[config.mk]
export PLATFORM = sky130hd
export DESIGN_NAME = vga_sync_decoder
export DESIGN_NICKNAME = d
export VERILOG_FILES = /design/src/rtl/vga_sync_decoder.sv
export SDC_FILE = /design/constraint.sdc
export NUM_CORES = 1
export LEC_CHECK = 0
export CORE_ASPECT_RATIO = 1.4
export CORE_MARGIN = 5
export CORE_UTILIZATION = 30
export CTS_CLUSTER_DIAMETER = 40
export CTS_CLUSTER_SIZE = 25
export DETAILED_ROUTE_END_ITERATION = 10
export HOLD_SLACK_MARGIN = 0.02
export PLACE_DENSITY = 0.6
export SLEW_MARGIN = 0
export SYNTH_ARGS = -nofsm -noshare
export SYNTH_HDL_FRONTEND = slang
export SYNTH_SLANG_ARGS = --single-unit
export TNS_END_PERCENT = 5
[constraint.sdc]
create_clock -name clk -period 3.3 [get_ports clk]
set_clock_uncertainty 0.1 [all_clocks]
set_input_delay 0.66 -clock clk [delete_from_list [all_inputs] [get_ports clk]]
set_output_delay 0.66 -clock clk [all_outputs]
set_load 0.01 [all_outputs]
[src/rtl/vga_sync_decoder.sv]
// Recovers pixel timing from raw VGA hs/vs: measures line/frame periods, locks
// once two consecutive clean frames match, and generates de/x/y from the counters.
//
// state     | meaning
// S_SEARCH  | waiting for a vs event to start measuring
// S_MEASURE | checking line periods and frame line count for stability
// S_LOCKED  | timing stable; de/x/y valid, any deviation drops lock with err
`timescale 1ns/1ps
module vga_sync_decoder #(
  parameter int H_ACTIVE = 640,
  parameter int H_START  = 144,
  parameter int V_ACTIVE = 480,
  parameter int V_START  = 35
) (
  input  logic        clk,
  input  logic        rst,
  input  logic        hs_in,
  input  logic        vs_in,
  output logic [10:0] x,
  output logic [10:0] y,
  output logic        de,
  output logic        locked,
  output logic [10:0] h_total,
  output logic [10:0] v_total,
  output logic        err
);

  typedef enum logic [1:0] {S_SEARCH, S_MEASURE, S_LOCKED} state_t;

  localparam logic [10:0] CNT_MAX = 11'h7FF;
  localparam logic [11:0] H_LO = 12'(H_START);
  localparam logic [11:0] H_HI = 12'(H_START + H_ACTIVE);
  localparam logic [11:0] V_LO = 12'(V_START);
  localparam logic [11:0] V_HI = 12'(V_START + V_ACTIVE);

  state_t      r_state, w_state_nxt;
  logic        r_hs_s1, r_hs_s2, r_hs_d;
  logic        r_vs_s1, r_vs_s2, r_vs_d;
  logic [10:0] r_hcnt, r_lcnt, r_h_total, r_v_total, r_ref_h;
  logic        r_h_seen, r_v_seen, r_ref_ok, r_bad, r_vt_ok, r_err;
  logic [10:0] w_ref_h_nxt;
  logic        w_ref_ok_nxt, w_bad_nxt, w_vt_ok_nxt, w_err_nxt;
  logic        w_hs_fall, w_vs_fall, w_period_ok, w_h_timeout;
  logic [10:0] w_hcnt_inc;
  logic        w_h_act, w_v_act;

  assign w_hs_fall   = r_hs_d & ~r_hs_s2;
  assign w_vs_fall   = r_vs_d & ~r_vs_s2;
  assign w_hcnt_inc  = r_hcnt + 11'd1;
  // A period is only meaningful if a previous hs was seen and hcnt never saturated.
  assign w_period_ok = w_hs_fall && r_h_seen && (r_hcnt != CNT_MAX);
  assign w_h_timeout = !w_hs_fall && (r_hcnt == CNT_MAX - 11'd1);

  always_ff @(posedge clk or negedge rst) begin
    if (!rst) begin
      r_hs_s1   <= 1'b1;
      r_hs_s2   <= 1'b1;
      r_hs_d    <= 1'b1;
      r_vs_s1   <= 1'b1;
      r_vs_s2   <= 1'b1;
      r_vs_d    <= 1'b1;
      r_hcnt    <= '0;
      r_lcnt    <= '0;
      r_h_total <= '0;
      r_v_total <= '0;
      r_h_seen  <= 1'b0;
      r_v_seen  <= 1'b0;
      r_state   <= S_SEARCH;
      r_ref_h   <= '0;
      r_ref_ok  <= 1'b0;
      r_bad     <= 1'b0;
      r_vt_ok   <= 1'b0;
      r_err     <= 1'b0;
    end else begin
      r_hs_s1 <= hs_in;
      r_hs_s2 <= r_hs_s1;
      r_hs_d  <= r_hs_s2;
      r_vs_s1 <= vs_in;
      r_vs_s2 <= r_vs_s1;
      r_vs_d  <= r_vs_s2;

      if (w_hs_fall)              r_hcnt <= '0;
      else if (r_hcnt != CNT_MAX) r_hcnt <= w_hcnt_inc;
      if (w_hs_fall)   r_h_seen  <= 1'b1;
      if (w_period_ok) r_h_total <= w_hcnt_inc;

      // A coincident hs belongs to the new frame, so it restarts lcnt at 1.
      if (w_vs_fall)                            r_lcnt <= w_hs_fall ? 11'd1 : 11'd0;
      else if (w_hs_fall && r_lcnt != CNT_MAX) r_lcnt <= r_lcnt + 11'd1;
      if (w_vs_fall) begin
        r_v_seen <= 1'b1;
        if (r_v_seen) r_v_total <= r_lcnt;
      end

      r_state  <= w_state_nxt;
      r_ref_h  <= w_ref_h_nxt;
      r_ref_ok <= w_ref_ok_nxt;
      r_bad    <= w_bad_nxt;
      r_vt_ok  <= w_vt_ok_nxt;
      r_err    <= w_err_nxt;
    end
  end

  always_comb begin
    w_state_nxt  = r_state;
    w_ref_h_nxt  = r_ref_h;
    w_ref_ok_nxt = r_ref_ok;
    w_bad_nxt    = r_bad;
    w_vt_ok_nxt  = r_vt_ok;
    w_err_nxt    = w_h_timeout;
    unique case (r_state)
      S_SEARCH: begin
        if (w_vs_fall) begin
          w_state_nxt  = S_MEASURE;
          w_ref_ok_nxt = 1'b0;
          w_bad_nxt    = 1'b0;
          w_vt_ok_nxt  = 1'b0;
        end
      end
      S_MEASURE: begin
        if (w_h_timeout) begin
          w_state_nxt = S_SEARCH;
        end else begin
          if (w_period_ok) begin
            w_ref_h_nxt  = w_hcnt_inc;
            w_ref_ok_nxt = 1'b1;
            if (r_ref_ok && (w_hcnt_inc != r_ref_h)) w_bad_nxt = 1'b1;
          end
          // r_vt_ok means r_v_total holds a count measured while measuring.
          if (w_vs_fall) begin
            if (!w_bad_nxt && r_ref_ok && r_vt_ok && (r_lcnt == r_v_total))
              w_state_nxt = S_LOCKED;
            w_vt_ok_nxt = 1'b1;
            w_bad_nxt   = 1'b0;
          end
        end
      end
      S_LOCKED: begin
        if (w_h_timeout || (w_period_ok && (w_hcnt_inc != r_ref_h)) ||
            (w_vs_fall && (r_lcnt != r_v_total))) begin
          w_state_nxt = S_SEARCH;
          w_err_nxt   = 1'b1;
        end
      end
      default: w_state_nxt = S_SEARCH;
    endcase
  end

  assign w_h_act = ({1'b0, r_hcnt} >= H_LO) && ({1'b0, r_hcnt} < H_HI);
  assign w_v_act = ({1'b0, r_lcnt} >= V_LO) && ({1'b0, r_lcnt} < V_HI);
  assign locked  = (r_state == S_LOCKED);
  assign de      = locked && w_h_act && w_v_act;
  assign x       = de ? (r_hcnt - H_LO[10:0]) : 11'd0;
  assign y       = de ? (r_lcnt - V_LO[10:0]) : 11'd0;
  assign h_total = r_h_total;
  assign v_total = r_v_total;
  assign err     = r_err;

endmodule

==> results.txt, run 1 <==
- Violated checks: negative setup slack
- Number of non-filler instances in the completed layout: 601
* Via count: 2,874
* First-pass GRT wire length: 15,250 um
- Fmax: 0.3030 GHz
- Metal-1 WL: 3913 um
* Post-Synthesis Cells: 392
- FILL cells: 1,216
* Tot GR Track Use: 12.92%
- Quantity of I/O buffers inserted on ports: 50
- Layout cell share with drive strength beyond 1: 14.86%
* Number of buffers added by the clock tree synthesis step: 9
- The worst setup path is launched from a register.
- R2R Path End: r_bad$_DFFE_PN0P_
- The first routing iteration left 96 violations.
- Post-layout net count: 456
- The worst setup path is captured at a primary output.
- Summed over all nets, the half-perimeter wirelength after detailed placement is 6544 um.
- 51 I/O pins were placed.
* Crit path launch: r_hcnt[5]$_DFFE_PN0P_
- The number of nets in the synthesized netlist is 402.
* Status: finished, violations left
- The routed design uses 4549 um of met2 wire.
* Static leakage power: 2.167 nW
- Switching power share of the total: 28.87%
* Number of cells on the worst reg-to-reg path: 7
* Final worst path period need: 3.301 ns
- Combinational share of power: 21.6%
- Hold/Removal Path Class: primary input to async pin
- Synth top area share: 42.73%
* # DRC: 0
- After routing, the total negative slack on setup checks comes to -0.0008149 ns.
- The root buffer cell chosen for the clock tree is clkbuf_16.
- Detail-routed net length per standard cell: 15.10 um
* Vias per cell: 4.782
- Number of enable-type register cells in the synthesized netlist: 0
- Yosys printed 0 warnings.
* Worst reg-to-reg setup slack: 0.57 ns
- Max H-tree Level: 3
- The initial antenna violation count is 0.
- The first detailed-routing pass ran for 4 iterations.
- The die covers 14,650 sq um.
* Mean post-synth cell area: 9.413 sq um
- Synth area leader: dfrtp_1
- Reg-to-reg startpoint: r_hcnt[4]$_DFFE_PN0P_
- The count of endpoints failing hold in the final timing report is 0.
* Pin count of the biggest net entering global routing: 30
* Maximum ir drop on the vdd rail: 248.3 uV
- Worst Tran Pin Value: 0.6764 ns
- In this run the power density over the cells is 562.1 nW/um^2.
* Antenna diode count: 0
- Clock tree from TritonCTS: built
* Worst setup slack after layout: -0.0008149 ns
- Max transition margin: 54.42%
- Counting distinct cell types in the post-synthesis netlist gives 51.
- Die Y: 141.2 um
* Data arrival time of the critical path: 2.54 ns
* Post-detailed-routing wire length: 9074 um
- Initial core utilization: 30.26%
* Latest clock arrival within the worst-skew pair: 0.34 ns
- Along the worst path, the maximum fanout reaches 7.
- Final period util: 100.0%
- Cell area after layout: 4716 sq um
- Leftover overflow at the end of global routing: 0
- Cell-internal power: 1.885 mW
* Overall power of the completed layout: 2.651 mW
* Startpoint-to-endpoint class of the critical path: register to primary output
* Crit path capture: x[0]
- The share of the Yosys chip area taken by registers is 47.00%.
* Final RePlAce weighted congestion: 0.8576
- The tool flagged a number of max-cap violations equal to 0.
- The clock drives 69 sinks.
* Summed instance area of the synthesized netlist: 3690 sq um
* Wire length on met3: 444 um
* Layout overhead on the synthesized area: 27.81%
- Top area cells in the synthesized netlist: dfrtp_1 (43%), xnor2_1 (9.5%), nor2_1 (6.3%), dfstp_2 (4.3%), nand2_1 (3.6%)
- Measured on the finished design, the core utilization comes to 38.68%.
* Data required, critical path: 2.54 ns
* Proportion of power drawn by the clock network: 38.5%
- Area after detailed placement: 4378 sq um
- dfrtp_1 is the most common cell in the netlist.
- The share of total power dissipated in sequential elements is 39.9%.
- The final count of pins violating max slew is 0.
* Fraction of registers with async set or reset after synthesis: 100.0%
- Main synth FF type: dfrtp_1
- The core region is 12,190 sq um.
* Worst hold margin: 0.09722 ns
- Cells after DPL: 583
- Clock-pin slew of the registers on the worst-case setup and hold paths: 0.06 ns
- Vias in the first global route: 3,022
- Routed signal wires occupy layers up through met4.
- Number of rows in the core area: 48
- Once detail routing completed, the nets flagged for antenna violations numbered 0.
* Final Setup Violations: 1
- Setup repair after global routing could not meet its margin everywhere.
* Post-CTS Hold Fix Bufs: 0
- In the synthesized netlist, the cells that appear most often are dfrtp_1 (63), nor2_1 (62), xnor2_1 (40).
- Count of state elements after synthesis: 69
* Sw Pwr: 0.7653 mW
- At the placement stage, the worst setup path has a slack of 0.001730 ns.
* Chip width: 103.7 um
* Maximum buffer depth of the clock tree: 2
power by group through the flow:
stage                     Clock [mW]  Sequential (mW)  Combinational (mW)
final                           1.02             1.06               0.574
after global routing            1.08             1.08               0.636
after CTS                       1.05             1.05               0.578
after detailed placement           0             1.06               0.572
after global placement             0             1.06               0.566
after floorplan                    0             1.07               0.362
worst max-delay path, cell delays in order, from the launching register on:
cell and delay, ns:
dfrtp_2 0.47, inv_4 0.10, ha_1 0.14, and4_1 0.21, a2111oi_2 0.07, a31oi_1 0.18, nand4_1 0.18, buf_4 0.22
nor2_1 0.09, clkdlybuf4s50_1 0.54
placed cells by master (no fill, tap or decap), drive strengths merged, types with 3 or more instances in the layout:
| cell | n |
|---|---|
| a211oi | 3 |
| a21oi | 23 |
| a31oi | 3 |
| buf | 21 |
| clkbuf | 9 |
| clkdlybuf4s50 | 28 |
| clkinv | 3 |
| dfrtp | 63 |
| dfstp | 6 |
| dlygate4sd2 | 19 |
| ha | 6 |
| inv | 17 |
| mux2 | 10 |
| nand2 | 36 |
| nand2b | 3 |
| nand3 | 9 |
| nand3b | 3 |
| nand4 | 9 |
| nor2 | 62 |
| nor2b | 3 |
| nor3 | 8 |
| nor3b | 4 |
| o21ai | 18 |
| o22ai | 3 |
| or3 | 3 |
| or4 | 3 |
| xnor2 | 40 |
| xor2 | 10 |
per-layer routing:
metal,track usage [%],vias to the layer above
met3,3.756,13
met2,21.54,63
met5,0,-
li1,-,1428
met1,15.60,1370
met4,5.389,0
cells by family (layout without fill, tap and decap cells):
family                   Yosys count  after routing  share of synthesized area [%]
AO/OA/AOI/OAI                     62             62                          10.28
buffers and inverters             44            102                          5.256
adder cells (fa/ha/maj)            6              6                          2.035
AND/OR/NAND/NOR                  150            151                          19.91
XOR/XNOR                          51             51                          12.48
multiplexers                      10             10                          3.052
flip-flops                        69             69                          47.00
worst min-delay path by stage:
stage,depth (start not counted),slack (ns),from,to
final,1,0.1,rst,h_total[0]$_DFFE_PN0P_
after global routing,1,0.10,rst,h_total[0]$_DFFE_PN0P_
after CTS,1,0.09,rst,h_total[0]$_DFFE_PN0P_
after detailed placement,0,0.25,r_hs_s1$_DFF_PN1_,r_hs_s2$_DFF_PN1_
after global placement,0,0.25,r_hs_s1$_DFF_PN1_,r_hs_s2$_DFF_PN1_
after floorplan,0,0.25,r_hs_s1$_DFF_PN1_,r_hs_s2$_DFF_PN1_
final cells by class:
type,instances,area (sq um),area share (%)
multi-input combinational,280,1790,37.97
sequential,69,1737,36.83
timing repair buffer,69,619.3,13.13
clock buffer,9,225.2,4.776
tap,150,187.7,3.980
clock inverter,7,90.09,1.910
inverter,17,66.31,1.406
registers in the layout, summed over array words and instances (netlist names):
signal and cells:
r_lcnt 11, v_total 11, r_hcnt 11, h_total 11, r_state 2, r_ref_h 11
r_hs_s2 1, err 1, r_hs_d 1, r_vt_ok 1, r_ref_ok 1, r_vs_d 1
r_h_seen 1, r_hs_s1 1, r_vs_s2 1, r_bad 1, r_v_seen 1, r_vs_s1 1
timing repair:
item                                   CTS  global route
setup endpoints to repair               24            18
pin swaps                                3             3
cloned                                   0             1
resized for setup                       27             8
buffers inserted                         0             1
endpoints found under the hold margin    0             0
No activity file was read; power rests on OpenSTA's default activity.
==> run 2, diff against run 1 <==
--- a/config.mk
+++ b/config.mk
@@ -5,8 +5,9 @@
 export SDC_FILE = /design/constraint.sdc
 export NUM_CORES = 1
 export LEC_CHECK = 0
+export CAP_MARGIN = 20
 export CORE_ASPECT_RATIO = 1.4
-export CORE_MARGIN = 5
+export CORE_MARGIN = 4
 export CORE_UTILIZATION = 30
 export CTS_CLUSTER_DIAMETER = 40
 export CTS_CLUSTER_SIZE = 25
==> run 2 against run 1 <==
Effect of this change: the run still ends with negative setup slack left; critical path depth fell by 4; combinational power decreased by 2%; global-route usage grew 0.20 points; non-clock buffer count shrank 1; register-to-register slack worse by 0.18 ns; critical endpoint is now x[7]; largest cell class unchanged.
==> results.txt, run 2 (synthesis results as in run 1) <==
* Status: finished, violations left
- Violated checks: negative setup slack
* Root cell of the clock tree: clkbuf_16
* Detail-routed net length per standard cell: 14.86 um (-1.6%)
- The final count of pins violating max slew came to 0 (unchanged).
- The highest clock frequency the design can meet came to 0.2899 GHz (-4.3%).
- Via count: 2,857 (-0.59%)
* Total I/O pin count: 51 (unchanged)
- Antenna diode count: 0 (unchanged)
* Commonest non-fill, non-tap cell in the layout: dfrtp_1
- Routed Antenna Nets: 0 (unchanged)
- Final Setup Violations: 6 (+5)
* Most frequent cells in the layout: dfrtp_1 (63), nor2_1 (62), xnor2_1 (40), nand2_1 (35), clkdlybuf4s50_1 (32)
- Reg-to-reg startpoint: r_hcnt[4]$_DFFE_PN0P_
- The global placer's final weighted congestion was 0.8805 (+2.7%).
- The final setup slack of the worst path is -0.1500 ns (-0.1492 ns).
* Sequential cell area: 1734 sq um (-0.14%)
- The peak fanout along the critical path was 3 (-4).
- Data arrival time of the critical path: 2.69 ns (+0.15 ns)
- Overall power of the completed layout: 2.504 mW (-5.5%)
- Delay of the slowest cell on the worst path: 0.62 ns (+0.08 ns)
* Initial detailed-routing violation count: 90 (-6.3%)
- The height of the die came to 139.2 um (-1.4%).
- The register-to-register setup slack was 0.39 ns (-0.18 ns).
- The placed instance count came to 580 (-0.51%).
- DPL Wire Length: 6477 um (-1.0%)
- The fraction of final layout cells with drive strength greater than 1 came to 13.56% (-1.3 points).
- Vias in the first global route: 2,892 (-4.3%)
- The number of placement rows is 47 (-2.1%).
* R2R Path End: r_bad$_DFFE_PN0P_
* # DRC: 0 (unchanged)
* Maximum buffer depth of the clock tree: 2 (unchanged)
- Final worst path period need: 3.450 ns (+0.1492 ns)
* Post-CTS Hold Fix Bufs: 0 (unchanged)
- The final cell count without fillers is 597 (-0.67%).
- The first-pass GRT wire length is 14,620 um (-4.1%).
- The layout net count came to 455 (-0.22%).
* Antenna violations before repair: 0 (unchanged)
- TritonCTS built the clock tree.
* Number of clock sinks seen by CTS: 69 (unchanged)
- Detailed-routing iteration count for the pre-antenna-repair pass: 4 (unchanged)
- The static leakage power came to 2.240 nW (+3.4%).
- The CTS clock-pin slew for the worst setup and hold paths was 0.05 ns (about the same).
* Slowest stage cell on the critical path: clkdlybuf4s50_1
- The depth of the most critical reg-to-reg path was 7 (unchanged).
- The area of the core came to 11,940 sq um (-2.1%).
- Crit path launch: r_hcnt[7]$_DFFE_PN0P_
- From synthesis to final layout, the design area changed by 27.23%.
- STA classifies the critical path startpoint as a register.
- Hold/Removal Path Class: primary input to async pin
* Worst Tran Pin Value: 0.8622 ns (+0.1858 ns)
- The multi-input combinational cell area is 1793 sq um (+0.14%).
- Final period util: 104.5% (+4.5 points)
* Quantity of I/O buffers inserted on ports: 50 (unchanged)
- The maximum vdd drop came to 268.8 uV (+8.2%).
- The critical path is of the register to primary output type.
* Area of the die: 14,160 sq um (-3.3%)
- The total power per unit cell area is 533.3 nW/um^2 (-5.1%).
- Crit path capture type: primary output
- The H-tree depth came to 3 (unchanged).
- The count of endpoints failing hold in the final timing report was 0 (unchanged).
* Maxcap violations: 0 (unchanged)
- CP cell instances: or4_1 > a31oi_1 > nand4_1 > nor3b_1 > clkdlybuf4s50_1
* Vias per cell: 4.786 (about the same)
- Setup repair after global routing could not meet its margin everywhere.
* Latest clock arrival within the worst-skew pair: 0.33 ns (about the same)
- The floorplan die width came to 101.7 um (-1.9%).
- Leftover overflow at the end of global routing: 0 (unchanged)
- The number of buffers created by CTS was 9 (unchanged).
* Data required, critical path: 2.54 ns (about the same)
- Initial core utilization: 30.91% (+0.64 points)
* Post-detailed-routing wire length: 8873 um (-2.2%)
- The pin count of the biggest net entering global routing is 30 (unchanged).
- FILL cells: 1,187 (-2.4%)
- Max transition margin: 42.52% (-12 points)
- Tot GR Track Use: 13.13% (+0.20 points)
[run 2: cell count changes in the layout (fill, tap and decap cells not counted), sizes merged, moves of 4 or more]
cell	change
clkbuf	+6
clkdlybuf4s50	+4
dlygate4sd2	-11
dlymetal6s2s	+8
[run 2: critical path, delay by kind of cell, from the launching register on]
family	cells	cell delay, ns
buffers and inverters	1	0.62
AO/OA/AOI/OAI	1	0.20
flip-flops	1	0.39
AND/OR/NAND/NOR	3	1.15
[run 2: power breakdown]
group | internal [mW] | leakage, nW | switching [mW] | total, mW
Combinational | 0.265 | 1.22 | 0.298 | 0.563
Sequential | 0.962 | 0.881 | 0.0996 | 1.06
Clock | 0.549 | 0.134 | 0.330 | 0.879
[run 2: worst max path at each step]
stage,slack (ns),end,cells after the start
2_1_floorplan,0.80,x[10],6
3_3_place_gp,0.16,r_bad$_DFFE_PN0P_,7
3_5_place_dp,0.06,r_bad$_DFFE_PN0P_,7
4_1_cts,-0.08,x[7],5
5_1_grt,-0.24,x[7],5
6_report,-0.15,x[7],5
[run 2: repair_timing]
item | in CTS | in global routing
gates cloned | 0 | 1
endpoints found under the setup margin | 23 | 30
gates resized for setup | 14 | 11
setup buffers | 0 | 0
pin swaps | 1 | 1
[run 2: stage by stage]
step	instance area (sq um)	hold WS, ns	TNS (ns)	util, %	worst slack, ns
6_report	4695	0.1303	-0.2697	39.32	-0.1500
4_1_cts	4654	0.1225	-0.2819	38.99	-0.07627
3_5_place_dp	4374	0.2476	0	36.64	0.06104
5_1_grt	4695	0.1416	-0.9962	39.32	-0.2428
3_3_place_gp	4374	0.2468	0	36.64	0.1647
2_1_floorplan	3690	0.2452	0	-	0.7988
[run 2: layout make-up]
class                   instances  area share, %
clock buffers                  15          5.704
repair buffers                 68          13.78
clock inverters                 1         0.1066
well taps                     147          3.918
flip-flops and latches         69          36.94
multi-input cells             280          38.19
inverters                      17          1.359
[run 2: per-layer routing]
metal / part of all wire (%) / wire length (um) / up-vias / global-route usage [%]
li1: - / - / 1423 / -
met1: 43 / 3829 / 1363 / 16.68
met2: 51 / 4505 / 63 / 21.66
met3: 4.8 / 429 / 8 / 2.854
met4: 1.2 / 108 / 0 / 4.832
met5: 0 / 0 / - / 0
==> run 3, diff against run 2 <==
--- a/config.mk
+++ b/config.mk
@@ -5,7 +5,7 @@
 export SDC_FILE = /design/constraint.sdc
 export NUM_CORES = 1
 export LEC_CHECK = 0
-export CAP_MARGIN = 20
+export CAP_MARGIN = 5
 export CORE_ASPECT_RATIO = 1.4
 export CORE_MARGIN = 4
 export CORE_UTILIZATION = 30
==> results of run 3 <==
No change in the layout: final DEF, timing and power equal those of run 2.
